$ cat src/rtl/cpu_clk_ctrl.sv
// cpu_clk_ctrl: run/single-step controller for a CPU core on the free-running board clock.
// Drives a registered clock-enable (never a gated clock), stretches the core reset, counts steps.

module cpu_clk_ctrl_db #(
  parameter int   DEBOUNCE_CYCLES = 500000,
  parameter int   DB_CNT_W        = 19,
  parameter logic RST_VAL         = 1'b0
) (
  input  logic clk,
  input  logic rst,
  input  logic raw,
  output logic db
);
  localparam logic [DB_CNT_W-1:0] CNT_LAST = DB_CNT_W'(DEBOUNCE_CYCLES - 1);

  logic [1:0]          sync_pipe;
  logic                synced;
  logic [DB_CNT_W-1:0] cnt;

  assign synced = sync_pipe[1];

  always_ff @(posedge clk or negedge rst) begin
    if (!rst) sync_pipe <= {2{RST_VAL}};
    else      sync_pipe <= {sync_pipe[0], raw};
  end

  // Any sample agreeing with db restarts the run, so only an unbroken run is accepted
  always_ff @(posedge clk or negedge rst) begin
    if (!rst) begin
      db  <= RST_VAL;
      cnt <= '0;
    end else if (synced == db) begin
      cnt <= '0;
    end else if (cnt == CNT_LAST) begin
      db  <= synced;
      cnt <= '0;
    end else begin
      cnt <= cnt + DB_CNT_W'(1);
    end
  end
endmodule

module cpu_clk_ctrl #(
  parameter int DEBOUNCE_CYCLES = 500000,
  parameter int DB_CNT_W        = 19,
  parameter int RST_HOLD        = 16,
  parameter int STEP_CNT_W      = 16
) (
  input  logic                  clk,
  input  logic                  rst,
  input  logic                  key_step_n,
  input  logic                  sw_step_mode,
  output logic                  cpu_en,
  output logic                  cpu_rst,
  output logic                  step_mode,
  output logic [STEP_CNT_W-1:0] step_count
);
  localparam int NUM_IN = 2;
  localparam int KEY    = 0;
  localparam int MODE   = 1;
  // Key idles released (1), mode idles free-run (0)
  localparam logic [NUM_IN-1:0] IN_RST = 2'b01;
  localparam int HOLD_W = $clog2(RST_HOLD + 1);
  localparam logic [HOLD_W-1:0] HOLD_LAST = HOLD_W'(RST_HOLD - 1);

  typedef enum logic [2:0] {
    S_RST_HOLD,
    S_RUN,
    S_STEP_IDLE,
    S_STEP_PULSE,
    S_STEP_WAIT_REL
  } state_t;

  logic [NUM_IN-1:0] raw_in, db_in;
  logic              db_key, db_mode, db_key_q, key_fall;
  state_t            state, nxt;
  logic [HOLD_W-1:0] hold_cnt;
  logic              en_d, rst_d, step_inc;

  assign raw_in = {sw_step_mode, key_step_n};

  for (genvar i = 0; i < NUM_IN; i++) begin : g_db
    cpu_clk_ctrl_db #(
      .DEBOUNCE_CYCLES (DEBOUNCE_CYCLES),
      .DB_CNT_W        (DB_CNT_W),
      .RST_VAL         (IN_RST[i])
    ) u_db (
      .clk (clk),
      .rst (rst),
      .raw (raw_in[i]),
      .db  (db_in[i])
    );
  end

  assign db_key    = db_in[KEY];
  assign db_mode   = db_in[MODE];
  assign key_fall  = !db_key && db_key_q;
  assign step_mode = db_mode;

  always_ff @(posedge clk or negedge rst) begin
    if (!rst) begin
      state      <= S_RST_HOLD;
      hold_cnt   <= '0;
      db_key_q   <= 1'b1;
      cpu_en     <= 1'b0;
      cpu_rst    <= 1'b1;
      step_count <= '0;
    end else begin
      state    <= nxt;
      db_key_q <= db_key;
      hold_cnt <= (state == S_RST_HOLD) ? hold_cnt + HOLD_W'(1) : '0;
      cpu_en   <= en_d;
      cpu_rst  <= rst_d;
      if (step_inc) step_count <= step_count + STEP_CNT_W'(1);
    end
  end

  always_comb begin
    nxt = state;
    case (state)
      S_RST_HOLD:      if (hold_cnt == HOLD_LAST) nxt = db_mode ? S_STEP_IDLE : S_RUN;
      S_RUN:           if (db_mode) nxt = S_STEP_IDLE;
      // A press wins over a simultaneous mode change; the mode is picked up after the pulse
      S_STEP_IDLE:     if (key_fall) nxt = S_STEP_PULSE;
                       else if (!db_mode) nxt = S_RUN;
      S_STEP_PULSE:    nxt = S_STEP_WAIT_REL;
      S_STEP_WAIT_REL: if (!db_mode) nxt = S_RUN;
                       else if (db_key) nxt = S_STEP_IDLE;
      default:         nxt = S_RST_HOLD;
    endcase
  end

  // Outputs decode the next state so they line up with the state register
  always_comb begin
    en_d     = (nxt == S_RUN) || (nxt == S_STEP_PULSE);
    rst_d    = (nxt == S_RST_HOLD);
    step_inc = (nxt == S_STEP_PULSE);
  end
endmodule

$ cat config.mk
export PLATFORM = sky130hd
export DESIGN_NAME = cpu_clk_ctrl
export DESIGN_NICKNAME = d
export VERILOG_FILES = /design/src/rtl/cpu_clk_ctrl.sv
export SDC_FILE = /design/constraint.sdc
export NUM_CORES = 1
export LEC_CHECK = 0
export BUFFER_PORTS_ARGS = -buffer_cell sky130_fd_sc_hd__buf_2
export CORE_AREA = 2 2 66 93
export CTS_BUF_LIST = sky130_fd_sc_hd__clkbuf_16
export CTS_CLUSTER_DIAMETER = 200
export DETAILED_ROUTE_END_ITERATION = 8
export DIE_AREA = 0 0 68 95
export GPL_ROUTABILITY_DRIVEN = 0
export GPL_TIMING_DRIVEN = 0
export MAX_ROUTING_LAYER = met4
export PLACE_DENSITY_LB_ADDON = 0.05
export SYNTH_ARGS = -nofsm -noshare
export SYNTH_HDL_FRONTEND = slang
export SYNTH_SLANG_ARGS = --single-unit
$ cat constraint.sdc
create_clock -name clk -period 3.45 [get_ports clk]
set_input_delay 0.1725 -clock clk [delete_from_list [all_inputs] [get_ports clk]]
set_output_delay 0.1725 -clock clk [all_outputs]
set_load 0.02 [all_outputs]
* After elaboration in Yosys (flattened, before gate mapping)
Cells that the tools add are included.
** Word-level totals
- Memories :: 0
- Latch bits :: 0
- Logic and storage cells :: 49
- Output and inout bits :: 19
- Input bits :: 4
- Memory bits (writable) :: 0
- Bits in registers :: 71
- Memory bits (read-only) :: 0
** Operators by class
- Reduce and logical (&&, ||, !) cells :: 7
- $mul :: 0
- Muxes and demuxes :: 13
- Shift operators :: 0
- Magnitude comparators :: 0
- Equality and inequality tests :: 11
- Bitwise gates (word level) :: 2
- Add/sub/neg operators :: 4
- Div/mod/pow operators :: 0
** Operators with widths (count)
- two-way mux 19 bit :: 4
- adder 19 x 1 -> 19 bit, second input constant :: 2
- equality test 19 bit, second input constant :: 2
- two-way mux 3 bit :: 6
- adder 16 x 1 -> 16 bit, second input constant :: 1
- case mux 3 bit (5 select lines) :: 1
- equality test 3 x 2 -> 1 bit, second input constant :: 3
- equality test 3 x 1 -> 1 bit, second input constant :: 2
- zero test 3 bit :: 2
- adder 5 x 1 -> 5 bit, second input constant :: 1
- equality test 5 x 4 -> 1 bit, second input constant :: 1
- two-way mux 5 bit :: 1
- AND reduction 2 bit :: 2
- equality test 3 bit, second input constant :: 1
- equality test 1 bit :: 2
- two-way mux 2 bit :: 1
- inverter 1 bit :: 2
- logical AND 1 bit :: 1
- zero test 1 bit :: 1
- logical OR 1 bit :: 1

* Logic depth before layout (Yosys ltp)
Gate-level depths: netlist of run 1.
- Depth in word-level cells :: 6
- Mapped depth :: 6
- Mapped depth without buffers :: 6

* Hierarchy
A second synthesis of run 1 with hierarchy kept.
** Unflattened totals
- Cell total of the unflattened synthesis :: 309
- Area total of the unflattened synthesis :: 3380.7 sq um
** By module, submodules not included
- cpu_clk_ctrl :: sequential area each 678.2 sq um, times used 1, cells each 99, area each 1217.4 sq um
- cpu_clk_ctrl_db at g_db[0].u_db :: sequential area each 554.3 sq um, times used 1, cells each 105, area each 1083.5 sq um
- cpu_clk_ctrl_db at g_db[1].u_db :: sequential area each 550.5 sq um, times used 1, cells each 105, area each 1079.8 sq um

* Worst setup path before layout of run 1
OpenSTA, ideal clock, no wires.
- Path type :: register to register
- Start point :: reg g_db[0].u_db.cnt[14]
- End point :: reg g_db[0].u_db.cnt[10]
- Library setup time :: 0.119 ns
- Buffers on the path :: 1
- Slack :: 1.458 ns
- Data required time :: 3.331 ns
- Clock period less this slack :: 1.992 ns
- Data arrival time :: 1.874 ns
- Stages on the path, launching flop included :: 6
- Cells stage by stage :: dfrtp_1 -> or4_1 -> or4_4 -> o21ai_4 -> buf_6 -> nor2_1
** On the way
- Cells in the longest elaborated chain, start to end :: 3
** RTL lines
- start, declared :: line 18 : logic [DB_CNT_W-1:0] cnt;
- start signal, assigned :: line 38 : cnt <= cnt + DB_CNT_W'(1);
- equality test 19 bit :: line 34 : end else if (cnt == CNT_LAST) begin
- two-way mux 19 bit :: line 34
- two-way mux 19 bit :: line 32 : end else if (synced == db) begin
Every way passes these cells.
A chain may end at the register's enable or synchronous reset.

* Final worst setup path of run 1
- Start point :: reg g_db[1].u_db.cnt[0]
- End point :: reg g_db[1].u_db.cnt[15]
** On the way
- Cells in the longest elaborated chain, start to end :: 3
- Elaborated cells between the ends (all ways) :: 4
- Those cells by class :: add/sub: 1; eq/ne: 1; mux: 2
** RTL lines (line)
- start, declared :: 18
- start signal, assigned :: 38
- adder 19 x 1 -> 19 bit / equality test 19 bit (equally long branches) :: 38, 34
- two-way mux 19 bit * :: 34
- two-way mux 19 bit * :: 32
Mark *: on every way between the ends. The rest lies on a longest branch, timed or not.

==> results.tsv, run 1 <==
metric	value	unit
status	finished clean	
Detailed Place HPWL	4061	um
Routed WL	6237	um
Design Area, Final	3892	um^2
Longest Clk Path Bufs	2	
Core Box Area	5698	um^2
initial core utilization	57.93	%
Fillers	454	
post-synth top area share	50.04	%
Final Util	68.31	%
Vias	2426	
RSZ-0062 raised after global routing	false	
layout cells sized above 1	15.71	%
post-synthesis cell type count	41	
fin nets	354	
Slew Viols, Final	0	
Placed Area	3501	um^2
fin crit share	67.31	%
Die Height	95	um
CTS tree	yes	
Final Setup Violations	0	
FP Rows	33	
Pre-antenna DRT Iters	4	
Largest stage delay, worst path	720	ps
first-pass GRT wire length	10410	um
slew margin rel.	39.81	%
commonest non-fill, non-tap cells in the layout	dfrtp_1 (66), nor2_1 (40), xnor2_1 (29)	
slew at the pin closest to its max-slew limit	902.8	ps
crit path launch type	register	
register bit total from synthesis	71	
Post-Synthesis Cells	309	
delay-heaviest family, CP	compound AO/OA/AOI/OAI gates	
Leakage	1.674	nW
MaxCap Viol Count	0	
Avg Vias per Cell	5.776	
setup tns final	0	ps
Mean Syn Cell Area	10.68	um^2
worst hold path class	register to register	
power density over cell area	514.2	nW/um^2
Yosys top cell by area	dfrtp_1	
WP depth	5	
PortBufs	22	
r2r worst-path depth	5	
Yosys warning count	0	
Final Skew	5.815	ps
commonest non-fill, non-tap cell in the layout	dfrtp_1	
required time worst endpoint	3650	ps
Total GRT Usage	22.24	%
later-pin clock latency in the skew report	330	ps
WP data arrival	2520	ps
Overflow after GRT	0	
peak supply drop	469.3	uV
Area contributors post-synth	dfrtp_1 (50%), xnor2_1 (7.7%), nor2_1 (4.5%), xor2_1 (4.2%), dfstp_2 (4.0%)	
Detailed Route Iter0 Violations	218	
initial antenna violation count	0	
slowest CP cell	o21ai_1	
number of I/O pins	23	
post-CTS setup buffer count	0	
Inserted Clock Buffers	9	
largest net degree at the start of global routing	72	
worst path buffer plus inverter count	1	
DRC violations left	0	
fmax	430.6	MHz
vias in the first global route	2320	
Diodes inserted	0	
Area growth syn-to-layout	17.93	%
die width	68	um
sequential area share after synthesis	54.02	%
DR WL/cell	14.85	um
most common flop cell mapped by yosys	dfrtp_1	
ys async rst share	100.0	%
critical path class	register to register	
Antenna Nets Post-Route	0	
CP max FO	10	
clock-pin slew on the worst setup and hold paths	60	ps
Fin. Hold Viols	0	
Synth Net Count	318	
die area	6460	um^2
number of flops mapped to enable cells by yosys	0	
clk root buf	clkbuf_16	
Setup crit end kind	register	
TritonCTS Sinks	71	
CP cell instances	ha_1 -> nand4_1 -> o21ai_1 -> clkbuf_1 -> nor2_1	
Tmin final	2322	ps
H-tree levels	3	
Mapped Area	3301	um^2
hold path depth	0	
-- sequential cells by signal (all words and copies together) (netlist names) --
signal / count
cpu_en: 1
cpu_rst: 1
db_key_q: 1
g_db.u_db.cnt: 38
g_db.u_db.db: 2
g_db.u_db.sync_pipe: 4
hold_cnt: 5
state: 3
step_count: 16
-- area by class of cell --
| class | instances | area (um^2) | area share [%] |
|---|---|---|---|
| Tap cell | 70 | 87.58 | 2.250 |
| Clock buffer | 9 | 225.2 | 5.786 |
| Sequential cell | 71 | 1783 | 45.81 |
| Clock inverter | 7 | 136.4 | 3.504 |
| Buffer | 6 | 30.03 | 0.7715 |
| Inverter | 8 | 30.03 | 0.7715 |
| Timing Repair Buffer | 25 | 142.6 | 3.664 |
| Multi-Input combinational cell | 224 | 1458 | 37.45 |
-- Yosys cell counts (6+ instances only) --
| cell type | instances |
|---|---|
| o21ai_0 | 6 |
| or3_1 | 7 |
| xor2_1 | 16 |
| dfrtp_1 | 66 |
| nor2_1 | 40 |
| nor3_1 | 7 |
| nand4_1 | 17 |
| nand3_1 | 19 |
| a21oi_1 | 9 |
| nand2_1 | 17 |
| or4_1 | 6 |
| inv_1 | 8 |
| nor4_1 | 7 |
| xnor2_1 | 29 |
-- report_power, final --
group | switching [mW] | internal (mW)
clock network | 0.334 | 0.775
logic | 0.0299 | 0.0118
registers | 0.00837 | 0.842
total | 0.373 | 1.63
-- kinds of logic after synthesis --
| family | share of synthesized area (%) |
|---|---|
| flip-flops | 54.02 |
| AND/OR/NAND/NOR | 23.88 |
| AO/OA/AOI/OAI | 5.421 |
| buffers and inverters | 1.820 |
| multiplexers | 1.023 |
| XOR/XNOR | 11.94 |
| adder cells (fa/ha/maj) | 1.895 |
-- through the flow --
stage	cells	total power, mW	hold WS, ps	setup slack, ps
after detailed placement	401	0.9059	279.1	1109
final	420	2.002	349.8	1128
after global placement	401	0.9046	278.0	1153
after floorplan	309	0.8811	-123.1	1458
after CTS	420	2.027	351.3	1110
after global routing	420	2.067	354.0	926.8
-- worst paths after layout --
path                                                start                        end  slack, ps
min in group asynchronous                             rst       g_db[1].u_db.cnt[13]        470
worst min register to register  g_db[0].u_db.sync_pipe[0]  g_db[0].u_db.sync_pipe[1]        350
worst max register to register        g_db[1].u_db.cnt[0]       g_db[1].u_db.cnt[15]       1130
worst max-delay path                  g_db[1].u_db.cnt[0]       g_db[1].u_db.cnt[15]       1130
worst min-delay path            g_db[0].u_db.sync_pipe[0]  g_db[0].u_db.sync_pipe[1]        350
max in group asynchronous                             rst       g_db[1].u_db.cnt[17]       2340
-- routing by layer --
metal,vias up,global-route usage [%],part of all wire [%]
met3,15,4.648,3.1
met5,-,-,0
met4,0,11.33,2.2
met1,1191,26.32,44
met2,46,35.28,51
li1,1174,-,-
-- repair_timing --
action	in CTS	in global routing
endpoints found under the hold margin	7	0
resized for setup	0	0
hold buffers	3	0
Power figures use the tool's default switching activity.
==> inputs of run 2 (changes only) <==
clock period = 2.35 ns   (was 3.45 ns; I/O delays follow)
==> results.tsv, run 2 (synthesis results as in run 1) <==
metric	value	unit	change
Detailed Route Iter0 Violations	214		-1.8%
Fillers	455		+0.22%
number of I/O pins	23		unchanged
Detailed Place HPWL	4061	um	unchanged
Antenna Nets Post-Route	0		unchanged
H-tree levels	3		unchanged
vias in the first global route	2320		unchanged
M2 GR Usage	35.28	%	unchanged
Diodes inserted	0		unchanged
FP Rows	33		unchanged
RR Endpoint	g_db[1].u_db.cnt[18]		
initial core utilization	57.93	%	unchanged
first-pass GRT wire length	10410	um	unchanged
global routing usage on met3	4.648	%	unchanged
Largest regs	g_db.u_db.cnt: 38 flops, step_count: 16 flops, hold_cnt: 5 flops		
Cells after DPL	401		unchanged
PortBufs	22		unchanged
Min-Delay Endpoint	g_db[0].u_db.sync_pipe[1]		
MaxCap Viol Count	0		unchanged
Sequential Power Share	42.5	%	about the same
commonest non-fill, non-tap cells in the layout	dfrtp_1 (66), nor2_1 (40), xnor2_1 (29)		
Total GRT Usage	22.24	%	unchanged
Die Height	95	um	unchanged
Fin. Hold Viols	0		unchanged
die area	6460	um^2	unchanged
TritonCTS Sinks	71		unchanged
Core Box Area	5698	um^2	unchanged
Hold Startpoint	g_db[0].u_db.sync_pipe[0]		
GR Util met1	26.32	%	unchanged
P_int	2.392	mW	+47%
setup tns final	0	ps	unchanged
clock power share	55.5	%	about the same
worst hold path class	register to register		
status	finished clean		
reg2reg start	g_db[1].u_db.cnt[0]		
fmax	457.7	MHz	+6.3%
Setup crit end kind	register		
Non-Filler Instances	420		unchanged
post-CTS setup buffer count	0		unchanged
gr busiest metal	met2		
Net Switching	549.9	uW	+48%
critical path class	register to register		
peak supply drop	689.1	uV	+47%
Inserted Clock Buffers	9		unchanged
Leakage	1.676	nW	about the same
commonest non-fill, non-tap cell in the layout	dfrtp_1		
Tot Pwr	2.942	mW	+47%
Final Skew	6.776	ps	+0.9613 ps
Vias	2418		-0.33%
slack of the critical path	165.0	ps	-962.9 ps
Avg Vias per Cell	5.757		-0.33%
Routed WL	6250	um	+0.21%
required time worst endpoint	2600	ps	-1050 ps
Slew Viols, Final	0		unchanged
clk root buf	clkbuf_16		
Most flops, register	g_db.u_db.cnt		
clock-pin slew on the worst setup and hold paths	60	ps	about the same
Final Setup Violations	0		unchanged
WP data arrival	2440	ps	-80 ps
CTS tree	yes		
switching share of power	18.69	%	+0.080 points
Area growth syn-to-layout	18.04	%	about the same
CP max FO	6		-4
Largest register FFs	38		unchanged
area of the multi-input gates	1461	um^2	+0.26%
Overflow after GRT	0		unchanged
Logic pwr share	2.1	%	about the same
power density over cell area	755.0	nW/um^2	+47%
die width	68	um	unchanged
slew at the pin closest to its max-slew limit	880.9	ps	-21.84 ps
r2r worst-path depth	5		unchanged
fin nets	354		unchanged
DRC violations left	0		unchanged
flop2flop setup slack	160	ps	-960 ps
fin crit share	92.98	%	+26 points
DR WL/cell	14.88	um	+0.21%
sequential cell area	1783	um^2	unchanged
RSZ-0062 raised after global routing	false		
Tmin final	2185	ps	-137.1 ps
later-pin clock latency in the skew report	330	ps	about the same
Pre-antenna DRT Iters	4		unchanged
hold path depth	0		unchanged
layout cells sized above 1	16.00	%	+0.29 points
slew margin rel.	41.27	%	+1.5 points
largest net degree at the start of global routing	72		unchanged
Longest Clk Path Bufs	2		unchanged
Post-Place Worst Slack	9.111	ps	-1100 ps
crit path launch type	register		
initial antenna violation count	0		unchanged
## run 2: worst max path at each step
stage / cells after the start / startpoint / end
finish: 5 / g_db[1].u_db.cnt[0] / g_db[1].u_db.cnt[18]
global route: 5 / g_db[1].u_db.cnt[0] / g_db[1].u_db.cnt[15]
CTS: 5 / g_db[1].u_db.cnt[0] / g_db[1].u_db.cnt[15]
detailed placement: 5 / g_db[1].u_db.cnt[0] / g_db[1].u_db.cnt[15]
global placement: 5 / g_db[1].u_db.cnt[0] / g_db[1].u_db.cnt[12]
floorplan: 5 / g_db[0].u_db.cnt[14] / g_db[0].u_db.cnt[10]
## run 2: power by group through the flow
stage	Combinational (mW)	Clock (mW)	Sequential, mW
detailed placement	0.0594	0	1.27
CTS	0.0638	1.66	1.25
floorplan	0.0258	0	1.27
global placement	0.0584	0	1.27
global route	0.0722	1.71	1.25
finish	0.0615	1.63	1.25
## run 2: what timing repair did
item,in CTS,in global routing
resized for setup,0,1
hold buffers,3,0
hold endpoints to repair,68,0
setup endpoints to repair,0,10
## run 2: through the flow
| stage | utilization (%) | hold WS (ps) | instance area (um^2) |
|---|---|---|---|
| 3_3_place_gp | 61.40 | 223.0 | 3498 |
| 6_report | 68.38 | 349.6 | 3896 |
| 5_1_grt | 68.38 | 354.0 | 3896 |
| 4_1_cts | 68.31 | 351.3 | 3892 |
| 2_1_floorplan | - | -178.1 | 3301 |
| 3_5_place_dp | 61.44 | 224.1 | 3501 |
## run 2: layer usage
layer | up-vias | part of all wire, %
met5 | - | 0
met3 | 13 | 3.2
met2 | 43 | 51
met1 | 1189 | 44
met4 | 0 | 2.2
li1 | 1173 | -
## run 2: worst max-delay path: stages, from the launching register on
cell and delay (ps):
dfrtp_1 420, ha_1 250, nand4_1 310, or3_1 510, or4_1 480, a21oi_1 150
## run 2: layout make-up
cell class              count  area share (%)
flip-flops and latches     71           45.76
multi-input cells         224           37.51
clock buffers               9           5.780
repair buffers             25           3.661
clock inverters             7           3.500
well taps                  70           2.248
plain buffers               6          0.7707
inverters                   8          0.7707
